$ cat src/rtl/mult_seq_arb_pkg.sv
// Shared definitions for the sequential multiplier with two-requester
// arbitration: default operand width, FSM state encodings and the
// round-robin selection helper.
package mult_seq_arb_pkg;

    // Default operand width; legal range is 2..16.
    localparam int DEFAULT_WIDTH = 4;

    // Engine states. The fourth 2-bit encoding is unused and recovers to IDLE.
    typedef enum logic [1:0] {
        ST_IDLE = 2'b00,
        ST_CALC = 2'b01,
        ST_DONE = 2'b10
    } state_t;

    // Round-robin pick: returns 1 when requester 1 should be granted.
    // A lone requester always wins. With both requesting, the one that
    // was not served last wins.
    function automatic logic rr_pick1(input logic r0, input logic r1,
                                      input logic last_served);
        return r1 & (~r0 | ~last_served);
    endfunction

endpackage

$ cat src/rtl/mult_seq_arb_adder.sv
// Parameterised ripple adder with carry-in and carry-out. Used once by the
// multiplier datapath for the per-cycle partial-product add.
module mult_seq_arb_adder #(
    parameter int WIDTH = 4
) (
    input  logic [WIDTH-1:0] A,
    input  logic [WIDTH-1:0] B,
    input  logic             ci,
    output logic [WIDTH-1:0] S,
    output logic             co
);

    logic [WIDTH:0] full;

    // Single wide add; the top bit becomes the carry-out.
    always_comb begin
        full = {1'b0, A} + {1'b0, B} + {{WIDTH{1'b0}}, ci};
        S    = full[WIDTH-1:0];
        co   = full[WIDTH];
    end

endmodule

$ cat src/rtl/mult_seq_arb.sv
// Shift-add multiplier shared by two requesters through a round-robin
// arbiter. One partial-product add per clock; WIDTH CALC cycles per product.
//
// Handshake: req0/req1 are level requests. A requester raises req with its
// operands valid and holds both stable until it sees its one-cycle gnt
// pulse, which means the operands were captured on the previous edge.
// Requests are only sampled while IDLE. The result is announced by a
// one-cycle done pulse; P and done_id stay valid until the next done.
module mult_seq_arb
    import mult_seq_arb_pkg::*;
#(
    parameter int WIDTH = DEFAULT_WIDTH
) (
    input  logic               clk,
    input  logic               rst,
    input  logic               req0,
    input  logic [WIDTH-1:0]   A0,
    input  logic [WIDTH-1:0]   B0,
    input  logic               req1,
    input  logic [WIDTH-1:0]   A1,
    input  logic [WIDTH-1:0]   B1,
    output logic               gnt0,
    output logic               gnt1,
    output logic               busy,
    output logic               done,
    output logic               done_id,
    output logic [2*WIDTH-1:0] P,
    output logic [1:0]         dbg_state
);

    localparam int CW = $clog2(WIDTH + 1);
    localparam logic [CW-1:0] LAST_STEP = CW'(WIDTH - 1);

    state_t               state;
    logic [WIDTH-1:0]     mcand;
    logic [WIDTH-1:0]     mplier;
    logic [2*WIDTH-1:0]   acc;
    logic [CW-1:0]        count;
    logic                 last_served;
    logic                 owner;

    logic [WIDTH-1:0]     sum;
    logic                 co;
    logic [2*WIDTH-1:0]   acc_next;
    logic                 any_req;
    logic                 pick1;

    assign dbg_state = state;

    // Upper accumulator half plus multiplicand; carry kept for the shift.
    mult_seq_arb_adder #(
        .WIDTH (WIDTH)
    ) u_adder (
        .A  (acc[2*WIDTH-1:WIDTH]),
        .B  (mcand),
        .ci (1'b0),
        .S  (sum),
        .co (co)
    );

    // Next accumulator: conditional add, then {carry, acc} shifted right.
    always_comb begin
        if (mplier[0])
            acc_next = {co, sum, acc[WIDTH-1:1]};
        else
            acc_next = {1'b0, acc[2*WIDTH-1:1]};
    end

    // Arbiter decision, only acted upon while IDLE.
    always_comb begin
        any_req = req0 | req1;
        pick1   = rr_pick1(req0, req1, last_served);
    end

    // Control FSM with registered grant/done outputs and datapath registers.
    always_ff @(posedge clk or posedge rst) begin
        if (rst) begin
            state       <= ST_IDLE;
            gnt0        <= 1'b0;
            gnt1        <= 1'b0;
            done        <= 1'b0;
            busy        <= 1'b0;
            done_id     <= 1'b0;
            P           <= '0;
            acc         <= '0;
            count       <= '0;
            mcand       <= '0;
            mplier      <= '0;
            owner       <= 1'b0;
            last_served <= 1'b1;
        end else begin
            gnt0 <= 1'b0;
            gnt1 <= 1'b0;
            done <= 1'b0;
            case (state)
                ST_IDLE: begin
                    if (any_req) begin
                        mcand       <= pick1 ? A1 : A0;
                        mplier      <= pick1 ? B1 : B0;
                        acc         <= '0;
                        count       <= '0;
                        owner       <= pick1;
                        last_served <= pick1;
                        gnt0        <= ~pick1;
                        gnt1        <= pick1;
                        busy        <= 1'b1;
                        state       <= ST_CALC;
                    end
                end
                ST_CALC: begin
                    acc    <= acc_next;
                    mplier <= mplier >> 1;
                    count  <= count + CW'(1);
                    if (count == LAST_STEP) begin
                        // Final step: publish the completed product directly.
                        P       <= acc_next;
                        done    <= 1'b1;
                        done_id <= owner;
                        state   <= ST_DONE;
                    end
                end
                ST_DONE: begin
                    busy  <= 1'b0;
                    state <= ST_IDLE;
                end
                default: begin
                    busy  <= 1'b0;
                    state <= ST_IDLE;
                end
            endcase
        end
    end

endmodule
$ cat config.mk
export PLATFORM = sky130hd
export DESIGN_NAME = mult_seq_arb
export DESIGN_NICKNAME = d
export VERILOG_FILES = /design/src/rtl/mult_seq_arb_pkg.sv /design/src/rtl/mult_seq_arb_adder.sv /design/src/rtl/mult_seq_arb.sv
export SDC_FILE = /design/constraint.sdc
export NUM_CORES = 1
export LEC_CHECK = 0
export CORE_MARGIN = 2
export CORE_UTILIZATION = 25
export CTS_CLUSTER_SIZE = 16
export DETAILED_ROUTE_END_ITERATION = 6
export MAX_ROUTING_LAYER = met4
export PLACE_DENSITY = 0.47
export SYNTH_ARGS = -nofsm -noshare
export SYNTH_HDL_FRONTEND = slang
export SYNTH_SLANG_ARGS = --single-unit
$ cat constraint.sdc
create_clock -name clk -period 1.83 [get_ports clk]
set_input_delay 0.366 -clock clk [delete_from_list [all_inputs] [get_ports clk]]
set_output_delay 0.366 -clock clk [all_outputs]
set_load 0.02 [all_outputs]
==> key figures <==
Timing
  • Slew margin rel.: between 70% and 80%
  • Final Max Tran Viols: 0
  • Slew @ Worst Pin: about 0.33 ns
  • Final Critical Period: 1.74 ns
  • Worst clock skew: 0.00834 ns
  • Fmax: about 570 MHz
  • Final setup violation count: 0
  • Final Worst Setup Slack: roughly 0.087 ns
  • Tcrit/Tclk final: a little over nine tenths
  • Final hold violation count: 0
  • RSZ-0062 raised after global routing: false

Layout
  • Storage cell area: a little under 900 um^2
  • Area of the multi-input gates: around 650 um^2
  • Final net count: about 210
  • # diodes: 0
  • Most frequent cells in the layout: 34 x dfrtp_1, 34 x clkdlybuf4s50_1, 16 x nand2_1, 16 x o21ai_0
  • P&R area growth vs syn: 37.4%
  • Fraction of layout cells with a size suffix above 1: between 10% and 20%
  • # fillers: 620
  • Final Core Density: a little over a third

Power
  • Reg power frac: around two fifths
  • Lkg Pwr: just under 1 nW
  • Maximum vdd drop: ~0.57 mV
  • PwrDens: roughly 1600 nW/um^2
  • Final Total Pwr: ~3.4 mW
  • Power share of the combinational group: between 40% and 50%
  • Sw Share: between 30% and 40%
  • Share of power burned in the clock network: ~18%
  • Int Power: 2.18 mW
  • Switching pwr: ~1.3 mW

Critical path
  • CP required: roughly 2.0 ns
  • CP Launch Type: flip-flop
  • CP Max Fanout: 4
  • Critical Setup Path Class: reg -> reg
  • CP Capture Type: flip-flop
  • Data arrival time of the worst path: approximately 1.9 ns

CTS
  • CTS sink count: 35
  • Post-CTS Setup Inserts: 0
  • CTS clock-pin slew for the worst setup and hold paths: approximately 0.07 ns
  • CTS max path bufs: 2
  • CTS tree: done
  • Clock Latency Late Sink: around 0.29 ns
  • CTS root buffer: clkbuf_8
  • CTS resizes: 0
  • CTS Buf Count: 5
  • Cts hold-fix bufs: 0
  • Htree depth: 2

Floorplanning
  • Die Width: between 80 and 90 um
  • Core Footprint: 6030 um^2
  • Io pins: 35
  • Row count: 28
  • Die area: slightly below 7000 um^2
  • Die H: around 83 um
  • Starting Density: around a quarter

Routing
  • DR iter-0 viols: 63
  • WL final: ~3200 um
  • First-pass detailed-route iteration total: 4
  • Via count: 1161
  • Wire length per cell: 12.2 um
  • Vias/cell: between 4 and 5
  • Drt drc: 0
  • Post-route ant nets: 0

Placement
  • Worst slack at placement: -0.0495 ns
  • Post-DP HPWL: roughly 2400 um
  • IO buf count: 34
  • GP Congestion: between 0.7 and 0.8

Synthesis
  • Sequential fraction of the synthesis area: approximately 56%
  • Syn Std Cell Area: 1580 um^2
  • #FFs+latches synth: 35
  • Main synth FF type: dfrtp_1
  • Syn Area/Cell: 11.0 um^2
  • FFs w/ async S/R, synth: 100%
  • EDFF count, synth: 0
  • Synth warn: 0
  • Mapped Nets: 170
  • Synthesized instance count: approximately 140
  • Yosys cell types: 32

GRT
  • Vias in the first global route: around 1.2k
  • Overall Global Routing Usage: about a tenth
  • Total gr overflow: 0
  • Largest net degree at the start of global routing: 36
  • Global-route wire length before repair: ~5700 um
  • Initial antenna violation count: 0

Run status
  • Status: completed

Min path
  • Min-delay worst type: in -> async

Job
  • Number of max-cap violations: 0
[power by group through the flow]
stage                     logic (mW)  clock network [mW]  registers (mW)
final                           1.51               0.617            1.32
after global routing            1.69               0.682            1.37
after CTS                       1.53               0.637            1.33
after global placement          1.49                   0            1.33
after floorplan                0.854                   0            1.41
after detailed placement        1.52                   0            1.34
[Yosys cell counts (3+ instances only)]
library cell   n  area [um^2]
nor2b_1        3         18.8
mux2i_1       10          100
mux2_2         4         45.0
a221o_1        3         30.0
o21ai_0       17         85.1
dfrtp_1       34          851
nand3_1       10         50.1
o21ai_1        4         20.0
ha_1           6         75.1
buf_2          6         30.0
nor2_1         4         15.0
nand2_1       16         60.1
inv_1          4         15.0
[worst max-delay path, cell delays in order (launching register included)]
cell and delay, ns:
dfrtp_1 0.41, ha_1 0.34, and3_4 0.19, or3_1 0.35
a31oi_2 0.24, o2bb2ai_1 0.10
[kinds of logic after synthesis]
group / Yosys count / synth area share (%)
and+or+nand+nor: 40 / 12.2
DFF: 35 / 55.6
AOI/OAI and AO/OA: 33 / 12.6
muxes: 14 / 9.20
buffers and inverters: 13 / 3.81
adders and majority gates: 7 / 6.03
xor gates and xnor gates: 1 / 0.555
[registers in the layout, indices dropped and copies added, names as in the netlist, 2 cells and up]
signal and flops:
count 3, mplier 4, acc 7, mcand 4
P 8, dbg_state 2
[final cells by class]
cell class	instances	share of cell area [%]
multi-input combinational	95	30.0
inverter	5	0.866
sequential	35	40.5
clock buffer	8	4.62
tap	75	4.33
timing repair buffer	44	19.7
[stage by stage]
step	setup TNS (ns)	instances	hold WS [ns]	instance area (um^2)
final	0	262	0.415	2170
after global routing	0	262	0.455	2170
after CTS	0	262	0.424	2160
after detailed placement	-0.102	254	0.471	2060
after global placement	0	254	0.459	2060
after floorplan	0	143	0.436	1580
[metal layers]
layer	share of wire [%]	vias to the layer above	wire length [um]	global-route usage, %
met2	44	37	1410	15.1
li1	-	579	-	-
met3	6.2	5	197	3.38
met1	48	540	1540	13.6
met4	1.4	0	46	3.96
met5	0	-	0	-
[path summary, 6_finish.rpt]
| check | from | end | slack [ns] | depth (start not counted) |
|---|---|---|---|---|
| min in group clk | owner | owner | 0.48 | 1 |
| worst max register to register | acc[6] | acc[6] | 0.09 | 5 |
| max in group asynchronous | rst | last_served | 1.15 | 3 |
| worst min register to register | owner | owner | 0.48 | 1 |
| worst max-delay path | acc[6] | acc[6] | 0.09 | 5 |
| worst min-delay path | rst | mcand[3] | 0.41 | 3 |
No activity file was read; power rests on OpenSTA's default activity.
